===== src/rtl/logic_arbiter.sv =====
`timescale 1ns/1ps
// -----------------------------------------------------------------------------
// logic_unit
//   Shared 8-bit bitwise logic function unit (purely combinational).
//   op[2:1] selects the base function, op[0] inverts the selected result:
//     000 AND   001 NAND   010 OR    011 NOR
//     100 XOR   101 XNOR   110 NOT A 111 A
//
// Ports
//   a, b  in  8  operands
//   op    in  3  opcode
//   y     out 8  result
// -----------------------------------------------------------------------------
module logic_unit (
    input  logic [7:0] a,
    input  logic [7:0] b,
    input  logic [2:0] op,
    output logic [7:0] y
);

    logic [7:0] base;

    always_comb begin
        base = 8'h00;
        case (op[2:1])
            2'b00:   base = a & b;
            2'b01:   base = a | b;
            2'b10:   base = a ^ b;
            default: base = ~a;
        endcase
        y = op[0] ? ~base : base;
    end

endmodule

// -----------------------------------------------------------------------------
// logic_arbiter
//   Round-robin arbiter/sequencer sharing one logic_unit between two
//   requesters. A granted request is executed in one cycle, its result is
//   registered and held, tagged with the requester id, until the consumer
//   takes it. One operation is in flight at a time.
//
//   state | meaning
//   IDLE  | arbitrate; grant at most one requester, latch its operands
//   EXEC  | latched operands drive the logic unit; result captured at end
//   HOLD  | res_vld high, result held stable until res_rdy
//
// Ports
//   clk         in   1      single clock, rising edge
//   rst         in   1      synchronous active-high reset
//   vld0/vld1   in   1      request valid per requester
//   rdy0/rdy1   out  1      request accepted (combinational, IDLE only)
//   a0/b0,a1/b1 in   8      operands per requester
//   op0/op1     in   3      opcode per requester
//   res_vld     out  1      result valid
//   res_rdy     in   1      result consumer ready
//   res_data    out  8      result value
//   res_id      out  1      requester that issued the result
//   busy        out  1      registered, high whenever state is not IDLE
//   ops_done    out  CNT_W  saturating count of delivered results
// -----------------------------------------------------------------------------
module logic_arbiter #(
    parameter int CNT_W = 16
) (
    input  logic             clk,
    input  logic             rst,
    input  logic             vld0,
    output logic             rdy0,
    input  logic [7:0]       a0,
    input  logic [7:0]       b0,
    input  logic [2:0]       op0,
    input  logic             vld1,
    output logic             rdy1,
    input  logic [7:0]       a1,
    input  logic [7:0]       b1,
    input  logic [2:0]       op1,
    output logic             res_vld,
    input  logic             res_rdy,
    output logic [7:0]       res_data,
    output logic             res_id,
    output logic             busy,
    output logic [CNT_W-1:0] ops_done
);

    typedef enum logic [1:0] {
        IDLE = 2'd0,
        EXEC = 2'd1,
        HOLD = 2'd2
    } state_t;

    localparam logic [CNT_W-1:0] CNT_ONE = {{(CNT_W-1){1'b0}}, 1'b1};
    localparam logic [CNT_W-1:0] CNT_MAX = {CNT_W{1'b1}};

    state_t     state;
    logic       ptr;       // requester favoured when both are valid
    logic [7:0] a_q;
    logic [7:0] b_q;
    logic [2:0] op_q;
    logic       id_q;
    logic       gnt0;
    logic       gnt1;
    logic [7:0] unit_y;

    // Grant is combinational so the requester sees rdy in the same cycle it
    // raises vld. It is forced low during reset so nothing is accepted on
    // the reset edge.
    always_comb begin
        gnt0 = 1'b0;
        gnt1 = 1'b0;
        if (!rst && state == IDLE) begin
            if (vld0 && vld1) begin
                gnt0 = ~ptr;
                gnt1 = ptr;
            end else begin
                gnt0 = vld0;
                gnt1 = vld1;
            end
        end
    end

    assign rdy0 = gnt0;
    assign rdy1 = gnt1;

    logic_unit u_logic_unit (
        .a  (a_q),
        .b  (b_q),
        .op (op_q),
        .y  (unit_y)
    );

    always_ff @(posedge clk) begin
        if (rst) begin
            state    <= IDLE;
            ptr      <= 1'b0;
            a_q      <= 8'h00;
            b_q      <= 8'h00;
            op_q     <= 3'b000;
            id_q     <= 1'b0;
            res_vld  <= 1'b0;
            res_data <= 8'h00;
            res_id   <= 1'b0;
            busy     <= 1'b0;
            ops_done <= '0;
        end else begin
            case (state)
                IDLE: begin
                    if (gnt0 || gnt1) begin
                        a_q   <= gnt1 ? a1  : a0;
                        b_q   <= gnt1 ? b1  : b0;
                        op_q  <= gnt1 ? op1 : op0;
                        id_q  <= gnt1;
                        // Loser of this grant is favoured next time.
                        ptr   <= gnt0;
                        state <= EXEC;
                        busy  <= 1'b1;
                    end
                end
                EXEC: begin
                    res_data <= unit_y;
                    res_id   <= id_q;
                    res_vld  <= 1'b1;
                    state    <= HOLD;
                    busy     <= 1'b1;
                end
                HOLD: begin
                    if (res_rdy) begin
                        res_vld <= 1'b0;
                        state   <= IDLE;
                        busy    <= 1'b0;
                        if (ops_done != CNT_MAX) begin
                            ops_done <= ops_done + CNT_ONE;
                        end
                    end
                end
                default: begin
                    state   <= IDLE;
                    res_vld <= 1'b0;
                    busy    <= 1'b0;
                end
            endcase
        end
    end

endmodule


===== config.mk =====
export PLATFORM = sky130hd
export DESIGN_NAME = logic_arbiter
export DESIGN_NICKNAME = d
export VERILOG_FILES = /design/src/rtl/logic_arbiter.sv
export SDC_FILE = /design/constraint.sdc
export NUM_CORES = 1
export LEC_CHECK = 0
export ABC_AREA = 1
export CORE_MARGIN = 2
export CORE_UTILIZATION = 46
export DETAILED_ROUTE_END_ITERATION = 12
export GPL_TIMING_DRIVEN = 0
export PLACE_DENSITY_LB_ADDON = 0.12
export SKIP_CTS_REPAIR_TIMING = 1
export SLEW_MARGIN = 20
export SYNTH_ARGS = -nofsm -noshare
export SYNTH_HDL_FRONTEND = slang
export SYNTH_SLANG_ARGS = --single-unit

===== constraint.sdc =====
create_clock -name clk -period 1.4 [get_ports clk]
set_input_delay 0.21 -clock clk [delete_from_list [all_inputs] [get_ports clk]]
set_output_delay 0.21 -clock clk [all_outputs]
set_load 0.03 [all_outputs]

==> impl_metrics.py <==
metrics = {
    "synthesis": {
        "syn_area_sq_mm": 0.003122,
        "netlist_instances": 477,
        "ys_async_sr_fraction_pct": 0,
        "yosysWarnings": 0,
        "ys_types": 26,
        "synth_nets": 537,
        "synth_edf_count": 0,
        "synthFlopType": "dfxtp_1",
        "syn-mean-instance-area_sq_um": 6.545,
        "yosysSeqAreaShare_pct": 32.06,
        "synth_seq_cells": 50,
    },
    "timing": {
        "finalSetupViolCount": 36,
        "worst_slack_ps": -201.1,
        "tightest_slew_ps": 824.7,
        "rsz0062_at_grt": "true",
        "maxSlewViolCount": 0,
        "clock.fmax_ghz": 0.6246,
        "finalCriticalPeriod_ps": 1601,
        "finalCritPeriodShare_pct": 114.4,
        "tns_ps": -2518,
        "final_hold_viol_count": 0,
        "clock_skew_ps": 4.779,
        "whs_ps": 228.7,
        "maxSlewHeadroom_pct": 45.02,
    },
    "floorplan": {
        "boundaryPins": 72,
        "die_y_um": 86.38,
        "fp.dieW_um": 86.38,
        "num_rows": 30,
        "dieArea_sq_mm": 0.007462,
        "core_sq_mm": 0.006681,
        "start_util_pct": 46.72,
    },
    "finish": {
        "layout-drive-gt1-share_pct": 27.66,
        "multi_input_area_sq_mm": 0.001999,
        "register_area_sq_mm": 0.001072,
        "antenna_cells": 0,
        "layout_common_cells": "124 x nand2_1, 58 x inv_1, 41 x clkdlybuf4s50_1",
        "mostFrequentLayoutCell": "nand2_1",
        "syn2layout_area_growth_pct": 50.86,
        "postLayoutCoreUtil_pct": 70.49,
        "nets": 641,
        "fill_cells": 537,
    },
    "place": {
        "post-place-ws_ps": -749.6,
        "dpl.hpwl_um": 6039,
        "finalWeightedCongestion": 0.8330,
        "port-buffer-count": 70,
    },
    "clock_network": {
        "cts.path.max_buffers": 2,
        "clk_latency_ps": 300,
        "cts_buffers": 5,
        "root_buffer": "clkbuf_8",
        "cts.sinks": 50,
        "cts_tree": "yes",
        "clk_pin_slew_ps": 90,
        "h-tree-depth": 2,
    },
    "detailed_routing": {
        "finalWirelength_um": 8768,
        "vias": 3384,
        "wl_per_cell_um": 13.24,
        "drt-initial-drc-count": 175,
        "viasPerCell": 5.112,
        "antenna_left": 0,
        "first_pass_iters": 7,
        "drc": 0,
    },
    "grt": {
        "gr-total-overflow": 0,
        "first_global_vias": 2798,
        "grt_pass1_wl_um": 12950,
        "track_usage_pct": 21.60,
        "antenna_found_initial": 0,
        "grt_start_max_net_pins": 15,
    },
    "worst_hold_path": {
        "hold_path_class": "input port to flop",
        "min_to": "ops_done[3]$_SDFFE_PP0P_",
        "holdPathStages": 2,
        "hold_path.startpoint": "rst",
    },
    "worst_setup_path": {
        "reg2reg_slack_ps": -120,
        "worstPathMaxFanout": 10,
        "worstPathArrival_ps": 1390,
        "cp.required_ps": 1190,
        "crit_chain": "inv_2 -> nand2_4 -> nor2_4 -> nand2_2 -> inv_2 -> buf_6 -> buf_6",
        "r2r_end": "ops_done[10]$_SDFFE_PP0P_",
        "reg2reg_depth": 10,
        "r2r-start": "ops_done[0]$_SDFFE_PP0P_",
        "worst_path_max_delay_cell": "dfxtp_4",
        "crit_type": "flop to primary output",
        "startpoint_type": "flop",
        "worstSetupEndpointType": "primary output",
        "cpPeakStageDelay_ps": 370,
    },
    "power_and_ir_drop": {
        "finalPower_mw": 3.452,
        "power_density_mw_per_mm2": 732.9,
        "ir_drop_uv": 589.9,
        "leakage_nw": 2.483,
    },
    "status": {
        "outcome": "complete, but fails checks",
        "violations": "negative setup slack",
    },
    "job": {
        "cap_viol_max_count": 0,
    },
}
==> cell usage after synthesis, types with 4 or more instances <==
master	n	share of area, %
inv_1	67	8.1
nand3b_1	4	0.96
inv_2	6	0.72
o21ai_1	4	0.64
o211ai_1	21	5.1
nand2_1	140	17
nand2_2	4	0.80
buf_2	10	1.6
a21oi_1	7	1.1
a21oi_2	10	2.8
a31oi_1	4	0.80
ha_1	17	6.8
o21ai_0	20	3.2
clkbuf_1	7	0.84
nor2_1	44	5.3
nand3_1	45	7.2
dfxtp_1	50	32
==> power by group <==
part	total, mW	internal, mW	switching [mW]
logic	1.01	0.470	0.541
registers	1.61	1.52	0.0845
clock network	0.836	0.345	0.491
==> area by class of cell <==
cell class,instances,share of cell area (%)
Tap cell,80,2.125
Inverter,74,6.004
Clock buffer,6,1.541
Clock inverter,2,0.1860
Sequential cell,50,22.77
Buffer,20,3.268
Timing Repair Buffer,97,21.65
Multi-Input combinational cell,333,42.45
==> state kept, by name (all words and copies together) (netlist names) <==
register	cells
ops_done	16
a_q	8
b_q	8
res_data	8
op_q	3
state	2
busy	1
id_q	1
ptr	1
res_id	1
res_vld	1
==> worst max-delay path by stage <==
stage                             start                         to  slack [ps]  cells after the start
2_1_floorplan  ops_done[1]$_SDFFE_PP0P_  ops_done[11]$_SDFFE_PP0P_          -7                     10
3_3_place_gp                       vld1                       rdy1        -740                      7
3_5_place_dp                       vld1                       rdy1        -750                      7
4_1_cts           state[1]$_SDFFE_PP0P_                       rdy1       -1000                      7
5_1_grt           state[1]$_SDFFE_PP0P_                       rdy1        -250                      7
6_report          state[1]$_SDFFE_PP0P_                       rdy1        -200                      7
==> per-stage QoR <==
stage                     cells  instance area (sq um)
after floorplan             477                   3164
after global placement      627                   3965
after detailed placement    627                   3965
after CTS                   635                   4046
after global routing        662                   4710
final                       662                   4710
==> metal layers <==
| layer | wire (um) | vias to the layer above | GRT usage [%] |
|---|---|---|---|
| met3 | 456 | 9 | 3.429 |
| met5 | 0 | - | 0 |
| met1 | 4239 | 1554 | 31.62 |
| met2 | 3951 | 98 | 33.15 |
| met4 | 120 | 0 | 5.540 |
| li1 | - | 1723 | - |
==> cells by family (layout without fill, tap and decap cells) <==
family | count (synthesis) | after routing | share of synthesized area (%)
AND/OR/NAND/NOR | 247 | 247 | 34.19
XOR/XNOR | 3 | 3 | 0.8418
adder cells (fa/ha/maj) | 17 | 17 | 6.813
buffers and inverters | 94 | 199 | 12.46
flip-flops | 50 | 50 | 32.06
AO/OA/AOI/OAI | 66 | 66 | 13.63
==> critical path: cells and delay by family (launching register included) <==
kind,cells,cell delay [ps]
buf+inv,4,400
flops,1,370
simple gates,3,310
No activity file was read; power rests on OpenSTA's default activity.
